**src/rtl/noc_flit_pkg.sv**
```systemverilog
// Shared flit definitions for the Hamming-protected flit encoder/decoder pair.
package noc_flit_pkg;

  // Only flits tagged with this selector carry core data.
  localparam logic [1:0] CTRL_CORE = 2'd2;

  localparam int FLIT_W = 11;
  localparam int IP_W   = 4;
  localparam int CW_W   = 7;

  // Field positions inside a flit: IP in the low nibble, codeword above it.
  localparam int IP_LSB = 0;
  localparam int IP_MSB = IP_LSB + IP_W - 1;
  localparam int CW_LSB = IP_W;
  localparam int CW_MSB = CW_LSB + CW_W - 1;

  // Decoder result: syndrome plus the codeword after single-bit repair.
  typedef struct packed {
    logic [2:0]      syndrome;
    logic [CW_W-1:0] cw;
  } hamming_dec_t;

  // Hamming(7,4) decode; any nonzero syndrome is taken as the 1-based
  // position of a single flipped bit (double errors are not detected).
  function automatic hamming_dec_t hamming74_decode(input logic [CW_W-1:0] cw);
    hamming_dec_t r;
    logic s1, s2, s4;
    s1 = cw[0] ^ cw[2] ^ cw[4] ^ cw[6];
    s2 = cw[1] ^ cw[2] ^ cw[5] ^ cw[6];
    s4 = cw[3] ^ cw[4] ^ cw[5] ^ cw[6];
    r.syndrome = {s4, s2, s1};
    r.cw       = cw;
    if (r.syndrome != 3'd0) begin
      r.cw = cw ^ (7'd1 << (r.syndrome - 3'd1));
    end
    return r;
  endfunction

endpackage

```
**src/rtl/flit_fifo.sv**
```systemverilog
// Small synchronous FIFO with wrap-bit pointers; head entry is visible
// combinationally so the consumer can decode it before popping.
module flit_fifo #(
  parameter int DEPTH = 4,
  parameter int WIDTH = 11
) (
  input  logic                       clk,
  input  logic                       rst,
  input  logic                       push,
  input  logic [WIDTH-1:0]           push_data,
  input  logic                       pop,
  output logic [WIDTH-1:0]           pop_data,
  output logic                       full,
  output logic                       empty,
  output logic [$clog2(DEPTH):0]     level
);

  localparam int AW = $clog2(DEPTH);

  logic [WIDTH-1:0] mem [DEPTH];
  logic [AW:0]      wr_ptr;
  logic [AW:0]      rd_ptr;
  logic             do_push;
  logic             do_pop;

  // Pointers share the low bits when full or empty; the extra wrap bit tells them apart.
  assign empty    = (wr_ptr == rd_ptr);
  assign full     = (wr_ptr[AW] != rd_ptr[AW]) && (wr_ptr[AW-1:0] == rd_ptr[AW-1:0]);
  assign level    = wr_ptr - rd_ptr;
  assign pop_data = mem[rd_ptr[AW-1:0]];
  assign do_push  = push && !full;
  assign do_pop   = pop && !empty;

  // Pointer update; push and pop in the same cycle leave the level unchanged.
  always_ff @(posedge clk or posedge rst) begin
    if (rst) begin
      wr_ptr <= '0;
      rd_ptr <= '0;
    end else begin
      if (do_push) wr_ptr <= wr_ptr + 1'b1;
      if (do_pop)  rd_ptr <= rd_ptr + 1'b1;
    end
  end

  // Storage has no reset: stale entries are unreachable once the pointers clear.
  always_ff @(posedge clk) begin
    if (do_push) mem[wr_ptr[AW-1:0]] <= push_data;
  end

endmodule

```
**src/rtl/flit_rx_decoder.sv**
```systemverilog
// Receive endpoint: filters flits by selector, buffers core flits, repairs
// single-bit codeword errors and presents the recovered byte downstream.
module flit_rx_decoder
  import noc_flit_pkg::*;
#(
  parameter int DEPTH = 4,
  parameter int CNT_W = 8
) (
  input  logic                      clk,
  input  logic                      rst,
  input  logic                      in_valid,
  output logic                      in_ready,
  input  logic [FLIT_W-1:0]         in_flit,
  input  logic [1:0]                in_ctrl,
  output logic                      out_valid,
  input  logic                      out_ready,
  output logic [7:0]                out_data,
  output logic                      out_corrected,
  output logic [CNT_W-1:0]          corr_cnt,
  output logic [CNT_W-1:0]          drop_cnt,
  output logic [$clog2(DEPTH):0]    fifo_level
);

  logic              fifo_full;
  logic              fifo_empty;
  logic [FLIT_W-1:0] head_flit;
  logic              accept;
  logic              push;
  logic              drop;
  logic              load;
  hamming_dec_t      head_dec;

  // in_ready comes from registered FIFO state only, so a same-cycle pop never opens a slot.
  assign in_ready = !fifo_full;
  assign accept   = in_valid && in_ready;
  assign push     = accept && (in_ctrl == CTRL_CORE);
  assign drop     = accept && (in_ctrl != CTRL_CORE);
  assign load     = !fifo_empty && (!out_valid || out_ready);
  assign head_dec = hamming74_decode(head_flit[CW_MSB:CW_LSB]);

  flit_fifo #(
    .DEPTH (DEPTH),
    .WIDTH (FLIT_W)
  ) u_fifo (
    .clk       (clk),
    .rst       (rst),
    .push      (push),
    .push_data (in_flit),
    .pop       (load),
    .pop_data  (head_flit),
    .full      (fifo_full),
    .empty     (fifo_empty),
    .level     (fifo_level)
  );

  // Output register: load the decoded head when free or being consumed, else hold.
  always_ff @(posedge clk or posedge rst) begin
    if (rst) begin
      out_valid     <= 1'b0;
      out_data      <= '0;
      out_corrected <= 1'b0;
    end else if (load) begin
      out_valid     <= 1'b1;
      out_data      <= {head_dec.cw[6], head_dec.cw[5], head_dec.cw[4], head_dec.cw[2],
                        head_flit[IP_MSB:IP_LSB]};
      out_corrected <= (head_dec.syndrome != 3'd0);
    end else if (out_ready) begin
      out_valid     <= 1'b0;
    end
  end

  // Saturating statistics: corrections counted when a byte is loaded, drops when accepted.
  always_ff @(posedge clk or posedge rst) begin
    if (rst) begin
      corr_cnt <= '0;
      drop_cnt <= '0;
    end else begin
      if (load && (head_dec.syndrome != 3'd0) && (corr_cnt != '1)) begin
        corr_cnt <= corr_cnt + CNT_W'(1);
      end
      if (drop && (drop_cnt != '1)) begin
        drop_cnt <= drop_cnt + CNT_W'(1);
      end
    end
  end

endmodule

```
**config.mk**
```make
export PLATFORM = sky130hd
export DESIGN_NAME = flit_rx_decoder
export DESIGN_NICKNAME = d
export VERILOG_FILES = /design/src/rtl/noc_flit_pkg.sv /design/src/rtl/flit_fifo.sv /design/src/rtl/flit_rx_decoder.sv
export SDC_FILE = /design/constraint.sdc
export NUM_CORES = 1
export LEC_CHECK = 0
export ABC_CLOCK_PERIOD_IN_PS = 3700
export BUFFER_PORTS_ARGS = -buffer_cell sky130_fd_sc_hd__buf_2
export CAP_MARGIN = 30
export CORE_MARGIN = 2
export CORE_UTILIZATION = 57
export DETAILED_ROUTE_END_ITERATION = 7
export PLACE_DENSITY = 0.8
export REMOVE_ABC_BUFFERS = 1
export SYNTH_ARGS = -nofsm -noshare
export SYNTH_HDL_FRONTEND = slang
export SYNTH_SLANG_ARGS = --single-unit
```
**constraint.sdc**
```tcl
create_clock -name clk -period 3.7 [get_ports clk]
set_clock_uncertainty 0.1 [all_clocks]
set_input_delay 0.185 -clock clk [delete_from_list [all_inputs] [get_ports clk]]
set_output_delay 0.185 -clock clk [all_outputs]
set_load 0.02 [all_outputs]
```
==> impl_metrics.toml, run 1 <==
[yosys]
syn_inst = 223
synth_warnings = 0
yosysSeqAreaShare_pct = 62.6
ys_types = 33
ys_ff_latch = 76
syn_area_um2 = 3390
syn_avg_cell_area_um2 = 15.2

[final_layout]
antenna_cells = 0
seq_area_um2 = 2120
fin_util_pct = 68.6
drive_gt1_share_pct = 25.0
nets = 319
multiInputGateArea_um2 = 1220
final_area_um2 = 4020
fillers = 417
area_growth_pct = 18.4

[placement]
port_buffers = 46
hpwl_um = 4090
routabilityCongestion = 0.864
dpl_cell_area_um2 = 3710

[pwr]
finalPower_uw = 3660
switchingPower_uw = 1530
pwr-share-seq_pct = 35.3
leakagePower_uw = 0.00166
vdd_drop_max_mv = 0.513
p_comb_share_pct = 48.5
switching_share_pct = 41.8
p_int_uw = 2130
clkPwrFrac_pct = 16.2
powerDensity_nw_per_um2 = 910

[clocking]
cts_tree = "done"
htreeDepth = 3
cts_sinks = 76
root_buffer = "clkbuf_8"
cts_buffers = 9
clock_latency_ns = 0.34
path_clk_slew_ns = 0.08
clockBufferDepth = 2

[worst_setup_path]
end_kind = "flop"
crit_path_start_kind = "flop"
worstPathRequired_ns = 3.84
worstPathArrival_ns = 3.40
path_max_fanout = 10
path_class = "flop to flop"

[routing]
initialDrtViolationCount = 90
routedWlPerCell_um = 16.2
antenna_left = 0
wirelength_um = 6020
viasPerCell = 5.52
vias = 2049
drc = 0
drtPass1Iterations = 4

[hold_path]
hp-class = "primary input to flop"

[grt]
antenna_found_initial = 0
grt_pass1_wl_um = 9670
grt-ovfl-total = 0
grt_pass1_vias = 2068
grt_use_total_pct = 20.3
grt_max_degree = 33

[timing]
finalHoldViolations = 0
max_freq_mhz = 307
finalSetupTns_ns = 0
final_max_slew_viol_count = 0
rsz0062_at_grt = "no"
min_period_ns = 3.26
setup_violations = 0
slew_headroom_pct = 57.7
worst-slew-pin-transition_ns = 0.629
finalCritPeriodShare_pct = 88.1

[floorplanning]
die_w_um = 81.1
io_pins = 47
die-area_um2 = 6580
die_y_um = 81.1
core-area_um2 = 5850
initial_core_util_pct = 58.0
rows = 28

[job]
cap_violations = 0

[status]
status = "finished clean"
[layout make-up]
type / count / area share (%)
Inverter: 6 / 0.561
Tap cell: 75 / 2.34
Sequential cell: 76 / 52.9
Timing Repair Buffer: 61 / 9.29
Multi-Input combinational cell: 137 / 30.4
Clock buffer: 9 / 3.09
Clock inverter: 7 / 1.43
[flip-flops by register name, indices dropped and copies added (netlist names)]
| register | count |
|---|---|
| u_fifo.mem | 44 |
| out_data | 8 |
| out_corrected | 1 |
| u_fifo.wr_ptr | 3 |
| corr_cnt | 8 |
| out_valid | 1 |
| drop_cnt | 8 |
| u_fifo.rd_ptr | 3 |
[per-stage QoR]
stage / cells / setup WS, ns / hold WS (ns)
5_1_grt: 371 / 0.202 / 0.143
2_1_floorplan: 219 / 0.564 / 0.184
4_1_cts: 371 / 0.410 / 0.124
3_3_place_gp: 343 / 0.491 / 0.189
6_report: 371 / 0.439 / 0.137
3_5_place_dp: 343 / 0.432 / 0.201
[cells in the mapped netlist (all sizes together)]
library cell / n / area [um2]
mux2: 2 / 22.5
a21o: 2 / 15.0
nand2b: 1 / 6.26
o21ai: 5 / 25.0
and2: 4 / 25.0
buf: 2 / 16.3
inv: 6 / 22.5
and3: 5 / 31.3
mux4: 11 / 274
clkbuf: 2 / 7.51
xnor2: 18 / 214
nand4: 15 / 93.8
nand3: 11 / 55.1
nor2: 4 / 15.0
a211o: 2 / 17.5
a31oi: 2 / 12.5
dfrtp: 32 / 801
o21a: 1 / 7.51
nor2b: 4 / 25.0
xor2: 12 / 120
edfxtp: 44 / 1320
nor4: 2 / 12.5
and4: 1 / 8.76
nor3: 2 / 10.0
nand2: 21 / 78.8
fa: 1 / 20.0
ha: 10 / 125
o31ai: 1 / 7.51
[power by group through the flow]
stage	clock (uW)	sequential, uW	combinational, uW
finish	593	1290	1770
global route	635	1320	1960
CTS	604	1300	1790
detailed placement	0	1310	1770
global placement	0	1300	1710
floorplan	0	1420	1190
[placed cells by master (no fill, tap or decap), drive strengths merged]
cell type and n:
and4 1, and3 5, bufinv 1, a211o 2, buf 49, nand2b 1, clkbuf 9, dfrtp 32
clkinv 6, edfxtp 44, fa 1, and2 4, nand4 15, nand2 21, inv 6, mux4 11
nor2b 4, mux2 2, o21a 1, nor4 2, nor2 4, o21ai 5, nand3 11, nor3 2
dlygate4sd3 12, xnor2 18, a21o 2, ha 10, xor2 12, a31oi 2, o31ai 1
[final timing paths]
path / start / to / slack [ns] / cells after the start
min in group asynchronous: rst / corr_cnt[3] / 0.37 / 4
max in group asynchronous: rst / out_data[0] / 2.84 / 4
max: u_fifo.rd_ptr[0] / corr_cnt[1] / 0.44 / 7
max reg2reg: u_fifo.rd_ptr[0] / corr_cnt[1] / 0.44 / 7
min: out_ready / out_valid / 0.14 / 3
min reg2reg: out_data[7] / out_data[7] / 0.38 / 2
[per-layer routing]
metal | track usage, % | up-vias | wire (um)
li1 | - | 972 | -
met1 | 25.4 | 1016 | 2530
met2 | 34.9 | 51 | 3170
met3 | 3.78 | 10 | 222
met4 | 8.64 | 0 | 102
met5 | 0 | - | 0
[worst max-delay path: stages (launching register included)]
cell and delay (ns):
dfrtp_1 0.66, mux4_1 0.82, xnor2_4 0.25, nand3_1 0.10, o31ai_1 0.07, ha_1 0.25, nor3_1 0.51, mux2_2 0.40
[repair_timing]
item,in CTS,in global routing
buffers inserted,0,0
resized for setup,0,0
hold buffers,12,0
hold endpoints to repair,76,0
[cells by family after synthesis]
logic type               after synthesis  synth area share, %
AO/OA/AOI/OAI                         13                 2.51
buffers and inverters                 10                 1.37
XOR/XNOR                              30                 9.85
flip-flops                            76                 62.6
adder cells (fa/ha/maj)               11                 4.28
multiplexers                          13                 8.75
AND/OR/NAND/NOR                       70                 10.7
Power figures use the tool's default switching activity.
==> run 2, diff against run 1 <==
--- a/config.mk
+++ b/config.mk
@@ -12,7 +12,6 @@
 export CORE_UTILIZATION = 57
 export DETAILED_ROUTE_END_ITERATION = 7
 export PLACE_DENSITY = 0.8
-export REMOVE_ABC_BUFFERS = 1
 export SYNTH_ARGS = -nofsm -noshare
 export SYNTH_HDL_FRONTEND = slang
 export SYNTH_SLANG_ARGS = --single-unit
==> impl_metrics.toml, run 2 (synthesis gave the netlist of run 1 again) <==
[status]
status = "finished clean"

[grt]
grt_max_degree = 25
busiest_layer = "met2"
grt_use_total_pct = 20.4
grt_pass1_vias = 2028
antenna_found_initial = 0
grt-ovfl-total = 0
grt_use_met3_pct = 5.78
grt_pass1_wl_um = 9650
grtUsageMet2_pct = 34.2
grt_use_met1_pct = 25.7

[placement]
dp_worst_setup_slack_ns = 0.424
routabilityCongestion = 0.732
hpwl_um = 3970
port_buffers = 46

[timing]
final_max_slew_viol_count = 0
slew_headroom_pct = 57.2
finalCritPeriodShare_pct = 89.9
setup_violations = 0
finalSetupTns_ns = 0
max_freq_mhz = 301
worst-slew-pin-transition_ns = 0.641
min_period_ns = 3.33
rsz0062_at_grt = "no"
finalWorstSetupSlack_ns = 0.374
finalHoldViolations = 0

[final_layout]
multiInputGateArea_um2 = 1220
antenna_cells = 0
largest_register_ffs = 44
fillers = 409
seq_area_um2 = 2120
final_cell_mix = "buf_2, edfxtp_1, dfrtp_1"
area_growth_pct = 18.7
final_common_cell = "buf_2"
nets = 319
drive_gt1_share_pct = 25.0

[clocking]
root_buffer = "clkbuf_8"
cts_sinks = 76
clock_latency_ns = 0.34
cts_tree = "done"
path_clk_slew_ns = 0.07
post_cts_buffers = 0
htreeDepth = 3
cts_hold_buf = 12
clockBufferDepth = 2
cts_buffers = 9
cts_resized = 0

[routing]
drc = 0
antenna_left = 0
viasPerCell = 5.46
wirelength_um = 6030
routedWlPerCell_um = 16.3
vias = 2026
initialDrtViolationCount = 98
drtPass1Iterations = 4

[floorplanning]
die_y_um = 81.1
io_pins = 47
initial_core_util_pct = 58.0
rows = 28
die-area_um2 = 6580
die_w_um = 81.1
core-area_um2 = 5850

[worst_setup_path]
worstPathArrival_ns = 3.50
path_max_fanout = 9
worstPathRequired_ns = 3.87
end_kind = "flop"
path_class = "flop to flop"
crit_path_start_kind = "flop"

[yosys]
synth_nets = 251

[pwr]
powerDensity_nw_per_um2 = 916
leakagePower_uw = 0.00166
vdd_drop_max_mv = 0.616

[hold_path]
hp-class = "primary input to flop"

[job]
cap_violations = 0
run 2: cell count changes in the layout (fill, tap and decap cells not counted), sizes merged:
cell,delta
clkinv,-3
inv,+1
clkinvlp,+1
clkbuf,+1
run 2: routing by layer:
layer  vias up  part of all wire, %
met2        53                   51
met4         0                  1.4
met5         -                    0
met3         8                  4.2
met1       995                   43
li1        970                    -
run 2: per-stage QoR:
stage | power, uW | instances | area [um2] | utilization [%] | hold WS [ns]
floorplan | 2630 | 223 | 3390 | - | 0.184
global placement | 3020 | 343 | 3710 | 63.5 | 0.0543
detailed placement | 3090 | 343 | 3710 | 63.5 | 0.0654
CTS | 3710 | 371 | 4030 | 68.8 | 0.0972
global route | 3970 | 371 | 4030 | 68.8 | 0.114
finish | 3690 | 371 | 4030 | 68.8 | 0.100
run 2: area by class of cell:
type	instances	area share, %
inverter	6	0.560
timing repair buffer	61	9.26
clock buffer	10	3.17
clock inverter	6	1.59
tap	75	2.33
multi-input combinational	137	30.4
sequential	76	52.7
run 2: final timing paths:
kind | startpoint | endpoint | slack, ns | depth (start not counted)
max in group asynchronous | rst | out_data[1] | 2.63 | 4
worst max register to register | u_fifo.rd_ptr[0] | out_data[7] | 0.37 | 8
worst min-delay path | out_ready | out_valid | 0.10 | 3
worst min register to register | out_data[3] | out_data[3] | 0.38 | 2
worst max-delay path | u_fifo.rd_ptr[0] | out_data[7] | 0.37 | 8
min in group asynchronous | rst | drop_cnt[4] | 0.23 | 3
run 2: power by group:
group          internal [uW]  leakage [uW]  switching, uW
combinational            731      0.000775           1060
clock                    312     0.0000943            298
sequential              1090      0.000787            194
total                   2140       0.00166           1550
run 2: worst max-delay path: stages (launching register included):
cell     delay, ns
dfrtp_1       0.62
mux4_1        0.82
xnor2_4       0.25
o31ai_1       0.27
ha_1          0.28
nor2_1        0.30
nand4_1       0.19
a211o_1       0.33
nand3_1       0.09
